===== src/rtl/ahb_dma_write_master.sv =====
// AHB-Lite INCR write master for the DMA path: writes N incrementing words from a base
// address, restarting the burst with NONSEQ at every KB_BOUNDARY crossing.
module ahb_dma_write_master #(
  parameter int unsigned ADDR_STEP   = 4,
  parameter int unsigned KB_BOUNDARY = 1024
) (
  input  logic        HCLK,
  input  logic        HRESET,
  input  logic        start,
  input  logic [5:0]  RCC_Words_N,
  input  logic [15:0] RCC_DMA_ADDR_HIGH,
  input  logic [15:0] RCC_DMA_ADDR_LOW,
  input  logic [31:0] init_data,
  input  logic        HREADY,
  input  logic        HRESP,
  output logic [1:0]  HTRANS,
  output logic [31:0] HADDR,
  output logic        HWRITE,
  output logic [2:0]  HSIZE,
  output logic [2:0]  HBURST,
  output logic [31:0] HWDATA,
  output logic        busy,
  output logic        done,
  output logic        error
);

  localparam int unsigned BND_W = $clog2(KB_BOUNDARY);
  localparam logic [1:0] HT_IDLE   = 2'b00;
  localparam logic [1:0] HT_NONSEQ = 2'b10;
  localparam logic [1:0] HT_SEQ    = 2'b11;

  typedef enum logic [1:0] {
    S_IDLE = 2'd0,
    S_ADDR = 2'd1,
    S_LAST = 2'd2,
    S_ERR  = 2'd3
  } state_t;

  state_t      state_q, state_d;
  logic [5:0]  idx_q, idx_d;
  logic [5:0]  n_q, n_d;
  logic [31:0] init_q, init_d;
  logic [1:0]  htrans_q, htrans_d;
  logic [31:0] haddr_q, haddr_d;
  logic        hwrite_q, hwrite_d;
  logic [31:0] hwdata_q, hwdata_d;
  logic        busy_q, busy_d;
  logic        done_q, done_d;
  logic        error_q, error_d;

  logic        data_phase_s;
  logic        err_first_s;
  logic        err_now_s;
  logic        last_beat_s;
  logic [31:0] next_addr_s;
  logic        bnd_s;

  // idx_q is the beat in its address phase, so a data phase is live once idx_q has moved past 0
  assign data_phase_s = ((state_q == S_ADDR) && (idx_q != 6'd0)) || (state_q == S_LAST);
  assign err_first_s  = data_phase_s && HRESP && !HREADY;
  assign err_now_s    = data_phase_s && HRESP && HREADY;
  assign last_beat_s  = (idx_q == (n_q - 6'd1));
  assign next_addr_s  = haddr_q + 32'(ADDR_STEP);
  assign bnd_s        = (next_addr_s[BND_W-1:0] == {BND_W{1'b0}});

  // The first ERROR cycle must cancel the pending address phase in the same cycle
  assign HTRANS = err_first_s ? HT_IDLE : htrans_q;
  assign HWRITE = hwrite_q & ~err_first_s;
  assign HADDR  = haddr_q;
  assign HWDATA = hwdata_q;
  assign HSIZE  = 3'b010;
  assign HBURST = 3'b001;
  assign busy   = busy_q;
  assign done   = done_q;
  assign error  = error_q;

  // State register
  always_ff @(posedge HCLK or posedge HRESET) begin
    if (HRESET) begin
      state_q <= S_IDLE;
    end else begin
      state_q <= state_d;
    end
  end

  // Next-state logic
  always_comb begin
    state_d = state_q;
    case (state_q)
      S_IDLE: begin
        if (start && (RCC_Words_N != 6'd0)) state_d = S_ADDR;
        else                                state_d = S_IDLE;
      end
      S_ADDR: begin
        if (err_first_s)                 state_d = S_ERR;
        else if (err_now_s)              state_d = S_IDLE;
        else if (HREADY && last_beat_s)  state_d = S_LAST;
        else                             state_d = S_ADDR;
      end
      S_LAST: begin
        if (err_first_s)                state_d = S_ERR;
        else if (err_now_s || HREADY)   state_d = S_IDLE;
        else                            state_d = S_LAST;
      end
      S_ERR: begin
        if (HREADY) state_d = S_IDLE;
        else        state_d = S_ERR;
      end
      default: state_d = S_IDLE;
    endcase
  end

  // Output and datapath next values
  always_comb begin
    idx_d    = idx_q;
    n_d      = n_q;
    init_d   = init_q;
    htrans_d = htrans_q;
    haddr_d  = haddr_q;
    hwrite_d = hwrite_q;
    hwdata_d = hwdata_q;
    busy_d   = busy_q;
    done_d   = 1'b0;
    error_d  = error_q;
    case (state_q)
      S_IDLE: begin
        if (start) begin
          error_d = 1'b0;
          n_d     = RCC_Words_N;
          init_d  = init_data;
          idx_d   = 6'd0;
          if (RCC_Words_N != 6'd0) begin
            busy_d   = 1'b1;
            htrans_d = HT_NONSEQ;
            haddr_d  = {RCC_DMA_ADDR_HIGH, RCC_DMA_ADDR_LOW};
            hwrite_d = 1'b1;
          end else begin
            done_d = 1'b1;
          end
        end else begin
          busy_d = 1'b0;
        end
      end
      S_ADDR: begin
        if (err_first_s) begin
          htrans_d = HT_IDLE;
          hwrite_d = 1'b0;
        end else if (err_now_s) begin
          htrans_d = HT_IDLE;
          hwrite_d = 1'b0;
          busy_d   = 1'b0;
          done_d   = 1'b1;
          error_d  = 1'b1;
        end else if (HREADY) begin
          hwdata_d = init_q + {26'd0, idx_q};
          if (last_beat_s) begin
            htrans_d = HT_IDLE;
            hwrite_d = 1'b0;
          end else begin
            idx_d    = idx_q + 6'd1;
            haddr_d  = next_addr_s;
            htrans_d = bnd_s ? HT_NONSEQ : HT_SEQ;
          end
        end else begin
          idx_d = idx_q;
        end
      end
      S_LAST: begin
        if (err_first_s) begin
          htrans_d = HT_IDLE;
        end else if (err_now_s) begin
          busy_d  = 1'b0;
          done_d  = 1'b1;
          error_d = 1'b1;
        end else if (HREADY) begin
          busy_d = 1'b0;
          done_d = 1'b1;
        end else begin
          busy_d = 1'b1;
        end
      end
      S_ERR: begin
        if (HREADY) begin
          busy_d  = 1'b0;
          done_d  = 1'b1;
          error_d = 1'b1;
        end else begin
          busy_d = 1'b1;
        end
      end
      default: begin
        htrans_d = HT_IDLE;
        hwrite_d = 1'b0;
        busy_d   = 1'b0;
      end
    endcase
  end

  // Datapath and registered bus outputs
  always_ff @(posedge HCLK or posedge HRESET) begin
    if (HRESET) begin
      idx_q    <= 6'd0;
      n_q      <= 6'd0;
      init_q   <= 32'd0;
      htrans_q <= HT_IDLE;
      haddr_q  <= 32'd0;
      hwrite_q <= 1'b0;
      hwdata_q <= 32'd0;
      busy_q   <= 1'b0;
      done_q   <= 1'b0;
      error_q  <= 1'b0;
    end else begin
      idx_q    <= idx_d;
      n_q      <= n_d;
      init_q   <= init_d;
      htrans_q <= htrans_d;
      haddr_q  <= haddr_d;
      hwrite_q <= hwrite_d;
      hwdata_q <= hwdata_d;
      busy_q   <= busy_d;
      done_q   <= done_d;
      error_q  <= error_d;
    end
  end

endmodule

===== config.mk =====
export PLATFORM = sky130hd
export DESIGN_NAME = ahb_dma_write_master
export DESIGN_NICKNAME = d
export VERILOG_FILES = /design/src/rtl/ahb_dma_write_master.sv
export SDC_FILE = /design/constraint.sdc
export NUM_CORES = 1
export LEC_CHECK = 0
export CORE_ASPECT_RATIO = 0.6
export CORE_UTILIZATION = 50
export DETAILED_ROUTE_END_ITERATION = 8
export GPL_TIMING_DRIVEN = 0
export PLACE_DENSITY = 0.8
export SETUP_SLACK_MARGIN = 0.5
export SLEW_MARGIN = 15
export SYNTH_ARGS = -nofsm -noshare
export SYNTH_HDL_FRONTEND = slang
export SYNTH_SLANG_ARGS = --single-unit

===== constraint.sdc =====
create_clock -name HCLK -period 5.55 [get_ports HCLK]
set_input_delay 1.11 -clock HCLK [delete_from_list [all_inputs] [get_ports HCLK]]
set_output_delay 1.11 -clock HCLK [all_outputs]
set_load 0.01 [all_outputs]

==> Word level (Yosys, flattened, before mapping) <==
Cells that the tools add are included.
{ "word_totals": {"wordCells": 117, "ff_bits": 116, "out_inout_bits": 76} }
{ "op_classes": {"n_reduce_logical": 24, "n_bitwise": 3, "eq_ne": 18, "addsub": 4, "muxes": 57} }
{ "op_table": {"columns": ["cell", "count"], "rows": [
  ["2-to-1 mux 32 bit", 6],
  ["case mux 32 bit (2 select lines)", 1],
  ["adder 32 x 3 -> 32 bit, second input constant", 1],
  ["adder 32 x 6 -> 32 bit", 1],
  ["2-to-1 mux 6 bit", 5],
  ["2-to-1 mux 2 bit", 13],
  ["2-to-1 mux 1 bit", 25],
  ["inequality test 2 bit, second input constant", 10],
  ["AND reduction 4 bit", 4],
  ["case mux 6 bit (2 select lines)", 1],
  ["nonzero test 6 bit", 2],
  ["logical NOT 10 bit", 1],
  ["inequality test 4 bit, second input constant", 2],
  ["case mux 1 bit (4 select lines)", 2],
  ["case mux 2 bit (4 select lines)", 1],
  ["AND reduction 7 bit", 1],
  ["adder 6 x 1 -> 6 bit, second input constant", 1],
  ["equality test 6 bit", 1],
  ["logical AND 1 bit", 6],
  ["case mux 2 bit (3 select lines)", 1],
  ["AND reduction 6 bit", 1],
  ["subtractor 6 x 1 -> 6 bit, second input constant", 1],
  ["AND reduction 5 bit", 1],
  ["equality test 2 bit, second input constant", 2],
  ["other kinds (14)", 16]
]} }

==> Longest topological paths before layout <==
{ "logic_depth": {"depth_word": 9, "depth_mapped": 10, "ltp_nobuf": 9} }

==> Least setup slack after synthesis <==
No wires, ideal clock.
{ "synth_timing": {"path_type": "flip-flop to output port", "startpoint": "register state_q[0]", "endpoint": "output HTRANS[0]", "path_slack_ns": 2.600, "path_stages_with_launch": 7, "arrival_ns": 1.840, "n_path_buf": 0, "t_required_ns": 4.440, "path_cell_list": "dfrtp_1 > inv_1 > ha_1 > or4b_4 > o31ai_4 > nor3_1 > nor2b_1"} }
{ "synth_between": {"elab_chain_cells": 6, "elab_cells_between_ends": 7, "classes_between": "eq/ne (2); mux (1); reduce/logical (4)"} }
{ "synth_rtl": {"columns": ["item", "line_no", "source"], "rows": [
  ["from (decl)", "39", "state_t state_q, state_d;"],
  ["from (signal assigned)", "82", "state_q <= state_d;"],
  ["equality test 2 x 1 -> 1 bit", "59", "assign data_phase_s = ((state_q == S_ADDR) && (idx_q != 6'd0)) || (state_q == S_LAST);"],
  ["logical AND 1 bit", "59", null],
  ["logical OR 1 bit (*)", "59", null],
  ["logical AND 1 bit (*) (2 in series)", "60", "assign err_first_s = data_phase_s && HRESP && !HREADY;"],
  ["2-to-1 mux 2 bit (*)", null, null],
  ["to (decl)", "16", "output logic [1:0] HTRANS,"]
]} }
Mark *: on every way between the ends. The rest lies on a longest branch, timed or not.

==> Worst setup path after layout <==
Same ends and word-level chain as after synthesis.

==> out/qor.txt <==
Status: finished clean
Global-route wire length before repair: 34,100 um
Gr usage total: 0.331
Slowest stage cell, crit path: or4b_4
Root buffer cell: clkbuf_16
Share of cells above drive strength 1: 0.105
Worst-Margin Slew: 0.806 ns
CTS sink cnt: 116
Layout Nets: 968
Hold Buf Count CTS: 0
PD cells: 618 mW/mm^2
CP startpoint: state_q[0]
CP Cell Sequence: inv_1 -> ha_1 -> or4b_4 -> o31ai_4 -> nor3_1 -> nor2b_1 -> clkdlybuf4s50_1
Reg-to-Reg Start: state_q[0]
Post-DP HPWL: 16,300 um
Hold Vio Cnt, Final: 0
Gpl congestion: 0.940
Seq/Total Area, Yosys: 0.435
Vias: 6,615
Worst reg2reg path depth: 9
Vias per cell: 6.25
IO Count: 151
FF-to-FF End: HADDR[24]
DP Cell Count: 1,027
Clock Skew: 0.00703 ns
Htree depth: 4
Critical Path Sink Type: output pin
Crit-path max cell delay: 0.61 ns
RSZ-0062 raised after global routing: false
Number of port buffers: 144
CTS resizes: 0
Cell taking the most area after synthesis: dfrtp_1
Final setup vio count: 0
Cells after Synth: 708
Clock tree buffer depth: 2
Grt ovf: 0
Die Area: 0.0138 mm^2
CP arrival: 3.03 ns
Warning count from the yosys run: 0
WP data required: 4.44 ns
Fin cells: 1,059
Clk slew on worst S/H paths: 0.06 ns
Drc violations: 0
Seq cells post-synth: 116
Die width: 151 um
Maxcap violations: 0
Top cell type's share of synthesized area: 0.435
Crit-path max FO: 7
Fin crit share: 0.746
Vias in the first global route: 6,062
Final setup TNS: 0 ns
Worst hold slack: 0.475 ns
WS Path Type: reg2out
R2R setup slack: 2.26 ns
Leakage: 3.70 nW
DRT Pass-1 Iters: 6
Post-synth EDFFs: 0
# fillers: 975
TritonCTS Buffers: 17
Layout area overhead: 34.4%
Starting density of the core: 0.516
Max-slew headroom: 0.463
Critical Path Source Type: flop
# diodes: 0
Tightest Hold Check Type: reg2reg
Area contributors post-synth: dfrtp_1 (43%), mux2_2 (6.4%), nand2_1 (4.4%)
Skew-Pair Late Insertion Delay: 0.42 ns
Routed Antenna Nets: 0
Fmax: 241 MHz
Post-Syn Area per Cell: 9.43 um^2
Total wire length: 22,100 um
CP endpoint: HTRANS[0]
Ys async rst share: 1.00
Library cells used by synthesis: 62
Die height: 91.5 um
Min Clock Period, post-route: 4.14 ns
Row count: 32
Largest net degree at the start of global routing: 62
Final Slew Violations: 0
Initial antenna violation count: 0
1st-iter DRT viols: 843
Worst vdd rail ir drop: 0.295 mV
CTS tree: done
Routed len/inst: 20.9 um
Core area: 0.0129 mm^2
Post-CTS Setup Bufs: 0
Syn Std Cell Area: 0.00668 mm^2
Ys flop type: dfrtp_1
-- worst max-delay path, delay by kind of cell (launching register included) --
kind                       cells  cell delay, ns
AOI/OAI and AO/OA              1            0.31
and+or+nand+nor                3            0.98
DFF                            1            0.37
adders and majority gates      1            0.31
buffers and inverters          2            0.66
-- synthesized netlist by cell type, types with 6 or more instances --
master	count
nor2b_1	9
a31oi_1	9
buf_4	6
xnor2_1	11
a21oi_1	16
and4_1	8
and3_1	20
nor4_1	7
xor2_1	20
a21o_1	6
nor2_1	41
o21ai_0	45
clkbuf_1	35
o22ai_1	7
nand2b_1	6
nand4_1	30
o31ai_1	8
o21a_1	6
o311ai_0	7
a211o_1	6
dfrtp_1	116
nand3_1	26
nor3_1	14
ha_1	16
and2_1	9
inv_1	18
a211oi_1	11
nand2_1	78
or4_1	8
o211ai_1	8
mux2_2	38
-- how the worst min path moves through the flow --
stage	start	end	slack, ns	cells after the start
6_report	HWDATA[22]	HWDATA[22]	0.47	2
3_3_place_gp	HWDATA[16]	HWDATA[16]	0.46	2
2_1_floorplan	htrans_q[1]	htrans_q[1]	0.46	2
4_1_cts	HWDATA[22]	HWDATA[22]	0.48	2
3_5_place_dp	HWDATA[22]	HWDATA[22]	0.47	2
5_1_grt	HWDATA[8]	HWDATA[8]	0.50	2
-- logic make-up (layout without fill, tap and decap cells) --
| group | count (synthesis) | after routing | share of synthesized area |
|---|---|---|---|
| flops | 116 | 116 | 0.435 |
| simple gates | 274 | 274 | 0.214 |
| fa+ha+maj | 17 | 17 | 0.0330 |
| buf+inv | 67 | 244 | 0.0427 |
| compound gates | 160 | 160 | 0.165 |
| other cells | 2 | 6 | 0.00112 |
| xor+xnor | 31 | 31 | 0.0407 |
| mux | 41 | 41 | 0.0686 |
-- layout by cell type (no fill, tap or decap), types with 20 or more instances in the layout --
cell	n
clkdlybuf4s50_1	144
dfrtp_1	116
nand2_1	78
o21ai_0	45
nor2_1	41
mux2_2	38
clkbuf_1	36
nand4_1	30
nand3_1	26
and3_1	20
xor2_1	20
-- flip-flops by register name, summed over array words and instances, names as in the netlist --
signal,flops
n_q,6
HADDR,32
busy,1
error,1
HWDATA,32
htrans_q,2
state_q,2
done,1
idx_q,6
init_q,32
hwrite_q,1
-- routing by layer --
| layer | routed length (um) | GRT usage | share of wire | vias to the layer above |
|---|---|---|---|---|
| li1 | - | - | - | 2939 |
| met1 | 10000 | 0.513 | 0.45 | 3235 |
| met3 | 2620 | 0.0935 | 0.12 | 37 |
| met4 | 316 | 0.0992 | 0.014 | 0 |
| met5 | 0 | 0 | 0 | - |
| met2 | 9150 | 0.435 | 0.41 | 404 |
-- power by group --
part	total [mW]	switching, mW	internal (mW)	leakage [nW]
Sequential	1.70	0.435	1.26	1.39
Clock	1.11	0.416	0.697	0.282
Combinational	2.73	1.51	1.23	2.02
-- cell type report --
| type | instances | area, um^2 | area share |
|---|---|---|---|
| Buffer | 49 | 218 | 0.0243 |
| Multi-Input combinational cell | 529 | 3510 | 0.391 |
| Clock inverter | 11 | 126 | 0.0141 |
| Sequential cell | 116 | 2900 | 0.323 |
| Tap cell | 170 | 213 | 0.0237 |
| Inverter | 18 | 72.6 | 0.00808 |
| Timing Repair Buffer | 145 | 1470 | 0.164 |
| Clock buffer | 21 | 470 | 0.0524 |
-- metrics by stage --
step                      utilization  setup WS, ns  instance area [um^2]  total power, mW
after global placement          0.646        -0.302                  8350             4.22
after detailed placement        0.648          1.52                  8380             4.34
final                           0.694          1.41                  8980             5.54
after global routing            0.694          1.28                  8980             5.85
after floorplan                     -          1.37                  6690             3.16
after CTS                       0.694          1.42                  8980             5.48
(Power assumes the default switching activity.)
